<file path="src/rtl/axi_stream_extract_header.sv">
// axi_stream_extract_header
// Splits the leading hdr_len bytes of every AXI-Stream packet into a single
// header beat and re-packs the remaining payload bytes MSB-first on a second
// stream. The residue register carries the bytes that straddle input beats.
module axi_stream_extract_header #(
  parameter int DATA_WD      = 32,
  parameter int DATA_BYTE_WD = DATA_WD / 8
) (
  input  logic                          clk,
  input  logic                          rst_n,
  input  logic [$clog2(DATA_BYTE_WD):0] hdr_len,

  input  logic                          s_axis_tvalid,
  input  logic [DATA_WD-1:0]            s_axis_tdata,
  input  logic [DATA_BYTE_WD-1:0]       s_axis_tkeep,
  input  logic                          s_axis_tlast,
  output logic                          s_axis_tready,

  output logic                          m00_axis_tvalid,
  output logic [DATA_WD-1:0]            m00_axis_tdata,
  output logic [DATA_BYTE_WD-1:0]       m00_axis_tkeep,
  input  logic                          m00_axis_tready,

  output logic                          m01_axis_tvalid,
  output logic [DATA_WD-1:0]            m01_axis_tdata,
  output logic [DATA_BYTE_WD-1:0]       m01_axis_tkeep,
  output logic                          m01_axis_tlast,
  input  logic                          m01_axis_tready,

  output logic                          err
);

  localparam int LW = $clog2(DATA_BYTE_WD) + 1;
  localparam logic [LW-1:0] FULL_CNT = LW'(DATA_BYTE_WD);

  typedef enum logic [1:0] {HDR, BODY, FLUSH} state_t;

  // Keep mask with the top n bytes set.
  function automatic logic [DATA_BYTE_WD-1:0] keepOf(input logic [LW-1:0] n);
    logic [DATA_BYTE_WD-1:0] k;
    k = '0;
    for (int i = 0; i < DATA_BYTE_WD; i++) begin
      k[DATA_BYTE_WD-1-i] = (i < int'(n));
    end
    return k;
  endfunction

  // Expands a byte keep mask to a bit mask over the data bus.
  function automatic logic [DATA_WD-1:0] bitsOf(input logic [DATA_BYTE_WD-1:0] k);
    logic [DATA_WD-1:0] m;
    m = '0;
    for (int i = 0; i < DATA_BYTE_WD; i++) begin
      m[8*i +: 8] = {8{k[i]}};
    end
    return m;
  endfunction

  // Number of valid bytes in a contiguous keep mask.
  function automatic logic [LW-1:0] countOf(input logic [DATA_BYTE_WD-1:0] k);
    logic [LW-1:0] c;
    c = '0;
    for (int i = 0; i < DATA_BYTE_WD; i++) begin
      c = c + LW'(k[i]);
    end
    return c;
  endfunction

  state_t               state_q, state_d;
  logic [LW-1:0]        len_q, len_d;
  logic [LW-1:0]        flushCnt_q, flushCnt_d;
  logic [DATA_WD-1:0]   resid_q, resid_d;

  logic                 hdrValid_q, hdrValid_d;
  logic [DATA_WD-1:0]   hdrData_q, hdrData_d;
  logic [DATA_BYTE_WD-1:0] hdrKeep_q, hdrKeep_d;

  logic                 plValid_q, plValid_d;
  logic [DATA_WD-1:0]   plData_q, plData_d;
  logic [DATA_BYTE_WD-1:0] plKeep_q, plKeep_d;
  logic                 plLast_q, plLast_d;

  logic                 err_q, err_d;

  logic                 hdrFree, plFree, inReady, accept, lenBad;
  logic [LW-1:0]        inCnt, lenIn, hdrCnt, resCnt;
  logic [DATA_WD-1:0]   inData;

  assign hdrFree = !hdrValid_q || m00_axis_tready;
  assign plFree  = !plValid_q || m01_axis_tready;

  // Bytes outside tkeep are zeroed once here so every downstream path is clean.
  assign inCnt  = countOf(s_axis_tkeep);
  assign inData = s_axis_tdata & bitsOf(s_axis_tkeep);

  // Illegal header lengths are treated as a full-beat header.
  assign lenBad = (hdr_len == '0) || (hdr_len > FULL_CNT);
  assign lenIn  = lenBad ? FULL_CNT : hdr_len;
  assign hdrCnt = (inCnt < lenIn) ? inCnt : lenIn;
  assign resCnt = FULL_CNT - len_q;

  assign s_axis_tready = rst_n & inReady;
  assign accept        = s_axis_tvalid & s_axis_tready;

  // Input ready depends only on state and output-slot availability.
  always_comb begin
    inReady = 1'b0;
    case (state_q)
      HDR:     inReady = hdrFree && plFree;
      BODY:    inReady = plFree;
      default: inReady = 1'b0;
    endcase
  end

  // Next-state and output-slot loading for the HDR/BODY/FLUSH sequence.
  always_comb begin
    state_d    = state_q;
    len_d      = len_q;
    flushCnt_d = flushCnt_q;
    resid_d    = resid_q;
    hdrValid_d = hdrValid_q && !m00_axis_tready;
    hdrData_d  = hdrData_q;
    hdrKeep_d  = hdrKeep_q;
    plValid_d  = plValid_q && !m01_axis_tready;
    plData_d   = plData_q;
    plKeep_d   = plKeep_q;
    plLast_d   = plLast_q;
    err_d      = 1'b0;

    case (state_q)
      HDR: begin
        if (accept) begin
          hdrValid_d = 1'b1;
          hdrKeep_d  = keepOf(hdrCnt);
          hdrData_d  = inData & bitsOf(keepOf(hdrCnt));
          len_d      = lenIn;
          err_d      = lenBad;
          if (!s_axis_tlast) begin
            resid_d = inData << {lenIn, 3'b000};
            state_d = BODY;
          end else if (inCnt > lenIn) begin
            plValid_d = 1'b1;
            plData_d  = inData << {lenIn, 3'b000};
            plKeep_d  = keepOf(inCnt - lenIn);
            plLast_d  = 1'b1;
          end else if (inCnt < lenIn) begin
            err_d = 1'b1;
          end
        end
      end

      BODY: begin
        if (accept) begin
          plValid_d = 1'b1;
          plData_d  = resid_q | (inData >> {resCnt, 3'b000});
          plKeep_d  = '1;
          plLast_d  = 1'b0;
          resid_d   = inData << {len_q, 3'b000};
          if (s_axis_tlast && (inCnt <= len_q)) begin
            plKeep_d = keepOf(resCnt + inCnt);
            plLast_d = 1'b1;
            resid_d  = '0;
            state_d  = HDR;
          end else if (s_axis_tlast) begin
            flushCnt_d = inCnt - len_q;
            state_d    = FLUSH;
          end
        end
      end

      FLUSH: begin
        if (plFree) begin
          plValid_d = 1'b1;
          plData_d  = resid_q;
          plKeep_d  = keepOf(flushCnt_q);
          plLast_d  = 1'b1;
          resid_d   = '0;
          state_d   = HDR;
        end
      end

      default: state_d = HDR;
    endcase
  end

  // State, residue and output registers; reset drops any partial packet.
  always_ff @(posedge clk or negedge rst_n) begin
    if (!rst_n) begin
      state_q    <= HDR;
      len_q      <= '0;
      flushCnt_q <= '0;
      resid_q    <= '0;
      hdrValid_q <= 1'b0;
      hdrData_q  <= '0;
      hdrKeep_q  <= '0;
      plValid_q  <= 1'b0;
      plData_q   <= '0;
      plKeep_q   <= '0;
      plLast_q   <= 1'b0;
      err_q      <= 1'b0;
    end else begin
      state_q    <= state_d;
      len_q      <= len_d;
      flushCnt_q <= flushCnt_d;
      resid_q    <= resid_d;
      hdrValid_q <= hdrValid_d;
      hdrData_q  <= hdrData_d;
      hdrKeep_q  <= hdrKeep_d;
      plValid_q  <= plValid_d;
      plData_q   <= plData_d;
      plKeep_q   <= plKeep_d;
      plLast_q   <= plLast_d;
      err_q      <= err_d;
    end
  end

  assign m00_axis_tvalid = hdrValid_q;
  assign m00_axis_tdata  = hdrData_q;
  assign m00_axis_tkeep  = hdrKeep_q;
  assign m01_axis_tvalid = plValid_q;
  assign m01_axis_tdata  = plData_q;
  assign m01_axis_tkeep  = plKeep_q;
  assign m01_axis_tlast  = plLast_q;
  assign err             = err_q;

endmodule

</file>
<file path="config.mk">
export PLATFORM = sky130hd
export DESIGN_NAME = axi_stream_extract_header
export DESIGN_NICKNAME = d
export VERILOG_FILES = /design/src/rtl/axi_stream_extract_header.sv
export SDC_FILE = /design/constraint.sdc
export NUM_CORES = 1
export LEC_CHECK = 0
export CORE_MARGIN = 3
export CORE_UTILIZATION = 45
export CTS_CLUSTER_DIAMETER = 200
export DETAILED_ROUTE_END_ITERATION = 7
export HOLD_SLACK_MARGIN = 0.12
export PLACE_DENSITY = 0.73
export SKIP_LAST_GASP = 1
export SLEW_MARGIN = 15
export SYNTH_ARGS = -nofsm -noshare
export SYNTH_HDL_FRONTEND = slang
export SYNTH_SLANG_ARGS = --single-unit
</file>
<file path="constraint.sdc">
create_clock -name clk -period 3.79 [get_ports clk]
set_input_delay 0.379 -clock clk [delete_from_list [all_inputs] [get_ports clk]]
set_output_delay 0.379 -clock clk [all_outputs]
set_load 0.02 [all_outputs]
</file>
==> results.cfg <==
[global_routing]
track_usage_pct = 28.32
gr-total-overflow = 0
antenna_found_initial = 0
grt_pass1_vias = 6720
grt_pass1_wl_microns = 38290
grt_max_degree = 70

[place]
placedCellCount = 1163
routabilityCongestion = 0.9304
hpwl_microns = 17380
post-place-ws_ns = -0.003373
portBuffers = 121

[worst_setup_path]
cp_slowest_cell = clkdlybuf4s50_1
endpoint_kind = flip-flop
cp_cell_sequence = clkdlybuf4s50_1 -> fa_1 -> ha_1 -> ha_1 -> ha_1 -> nor2b_1 -> o21ai_1 -> and2_1 -> a21oi_1 -> a2111oi_4 -> buf_4 -> o31ai_1
critPathKind = in -> reg
critPathMostFrequentCell = ha_1
cp_max_fo = 9
required_ns = 4.09
arrival_ns = 3.67
cp-start-kind = input pin
cp_slowest_stage_delay_ns = 0.57

[synthesis]
syn-instance-count = 862
ys_types = 50
synth.avg_cell_area_sq_um = 8.185
ys.warnings.count = 0
yosysSeqAreaShare_pct = 41.14
synth-edff-count = 0
ys_ff_latch = 116
netlist_area_sq_um = 7056
synth_flop_cell = dfrtp_1
synth_fp_nets = 925
async_flop_share_pct = 100.0

[pwr]
p_clk_share_pct = 20.6
power.switching_uw = 3088
seq_power_share_pct = 28.7
internal-power_uw = 4417
powerDensity_nw_per_um2 = 821.3
power_switching_share_pct = 41.15
peakVddDrop_uv = 521.0
p_leak_uw = 0.003699
comb_power_share_pct = 50.7

[timing]
rsz0062_at_grt = no
hold_violations = 0
min_period_ns = 3.370
finalMaxSlewViolations = 0
setup_viol = 0
fin_crit_sh_pct = 88.93
fmax_ghz = 0.2967
tightest_slew_ns = 0.9201
worst_hold_slack_ns = 0.4272
worst_slack_ns = 0.4195
max_slew_margin_pct = 38.39
fin_skew_ns = 0.008677

[clock_tree]
cts_max_path_buffers = 2
cts_made_buffers = 17
clock_sinks = 116
htreeDepth = 4
path_clk_slew_ns = 0.05
cts_resized = 0
clock_latency_ns = 0.44
cts-root-buf = clkbuf_16
cts_tree = yes

[run]
maxCapViolations = 0

[layout]
final_util_pct = 59.89
drive_gt1_share_pct = 8.122
insertedDiodeCount = 0
syn_to_final_growth_pct = 29.51
fin_nets = 1035
instances_no_fill = 1196

[floorplanning]
start_util_pct = 46.24
dieArea_sq_um = 17220
fp.dieW_microns = 131.2
die_h_microns = 131.2
io_pins = 122
core.rowCount = 45
core_area_sq_um = 15260

[drt]
wire_per_inst_microns = 20.38
drt-initial-drc-count = 1008
via_count = 7209
drt-total-wl_microns = 24370
vias_per_cell = 6.028
drt_pre_antenna_iters = 6
ant_nets = 0
drc = 0

[run_status]
status = complete, no violations

[worst_hold_path]
hp-class = in -> async
[cell families after synthesis]
kind of cell	synth area share, %
XOR/XNOR	0.8690
buffers and inverters	4.770
adder cells (fa/ha/maj)	3.618
AND/OR/NAND/NOR	19.44
flip-flops	41.14
AO/OA/AOI/OAI	29.03
multiplexers	1.135
[routing by layer]
metal / GRT usage [%] / vias up / part of all wire (%)
met1: 40.38 / 3367 / 43
met5: 0 / - / 0
met3: 8.423 / 70 / 12
li1: - / 3319 / -
met4: 12.89 / 0 / 3.6
met2: 39.63 / 453 / 42
[worst paths after layout]
check	from	to	slack, ns	cells past startpoint
max in group asynchronous	rst_n	len_q[0]	1.65	4
min	rst_n	m01_axis_tvalid	0.43	2
min in group clk	resid_q[1]	resid_q[1]	0.48	2
max reg2reg	len_q[0]	m01_axis_tdata[28]	0.43	8
min reg2reg	resid_q[1]	resid_q[1]	0.48	2
max	s_axis_tkeep[3]	m00_axis_tdata[30]	0.42	12
[power by group through the flow]
stage          Sequential [uW]  Clock [uW]  Combinational (uW)
5_1_grt                   2210        1620                4110
3_5_place_dp              2150           0                3780
4_1_cts                   2150        1550                3800
3_3_place_gp              2150           0                3720
6_report                  2150        1540                3810
2_1_floorplan             2500           0                1980
[worst max-delay path, delay by kind of cell]
| kind | cells | cell delay (ns) |
|---|---|---|
| compound gates | 4 | 0.74 |
| fa+ha+maj | 4 | 1.37 |
| simple gates | 2 | 0.38 |
| buf+inv | 2 | 0.79 |
[sequential cells by signal, indices dropped and copies added, names as in the netlist]
| name | count |
|---|---|
| resid_q | 32 |
| flushCnt_q | 3 |
| m01_axis_tvalid | 1 |
| m01_axis_tkeep | 4 |
| m01_axis_tlast | 1 |
| m00_axis_tvalid | 1 |
| err | 1 |
| len_q | 3 |
| m01_axis_tdata | 32 |
| m00_axis_tdata | 32 |
| state_q | 2 |
| m00_axis_tkeep | 4 |
[timing repair]
action,4_1_cts,5_1_grt
hold buffers,1,0
setup buffers,0,0
endpoints found under the hold margin,10,0
[synthesized netlist by cell type, drive strengths merged, types with 5 or more instances]
cell    count  area share, %
ha         14            2.5
mux2        5           0.85
a21oi      31            2.2
o22ai      10           0.89
xnor2       5           0.62
nor3        5           0.43
o311ai      8           0.99
clkbuf     49            2.6
and2       11           0.99
a22o       19            2.4
o21a       18            1.9
a31oi      59            5.2
inv        15           0.80
buf        19            1.4
nor2b      13            1.2
a32o       14            2.0
dfrtp     116             41
a21o        8           0.85
nor2      105            5.6
o221ai      7           0.87
o31ai       9           0.96
o211ai     21            2.2
o21ai      81            5.7
nand2     158            8.4
nand3      23            1.6
a311oi      9            1.2
[through the flow]
step,TNS [ns],total power (uW),area [sq um]
CTS,0,7499,9138
global placement,0,5867,8566
floorplan,0,4474,7056
detailed placement,-0.003373,5932,8566
global route,0,7943,9138
finish,0,7505,9138
[layout make-up]
class / count / area (sq um)
multi-input cells: 663 / 3817
inverters: 15 / 56.30
well taps: 211 / 264.0
clock buffers: 28 / 516.7
fillers: 1360 / 6121
flip-flops and latches: 116 / 2904
clock inverters: 4 / 45.04
repair buffers: 159 / 1534
[cell usage in the layout (no fill, tap or decap), drive strengths merged, types with 15 or more instances in the layout]
cell	count
o21a	18
a22o	19
inv	15
o21ai	81
clkdlybuf4s50	120
buf	38
a21oi	31
nand2	158
clkbuf	28
a31oi	59
o211ai	21
nor2	105
dfrtp	116
nand3	23
Power figures use the tool's default switching activity.
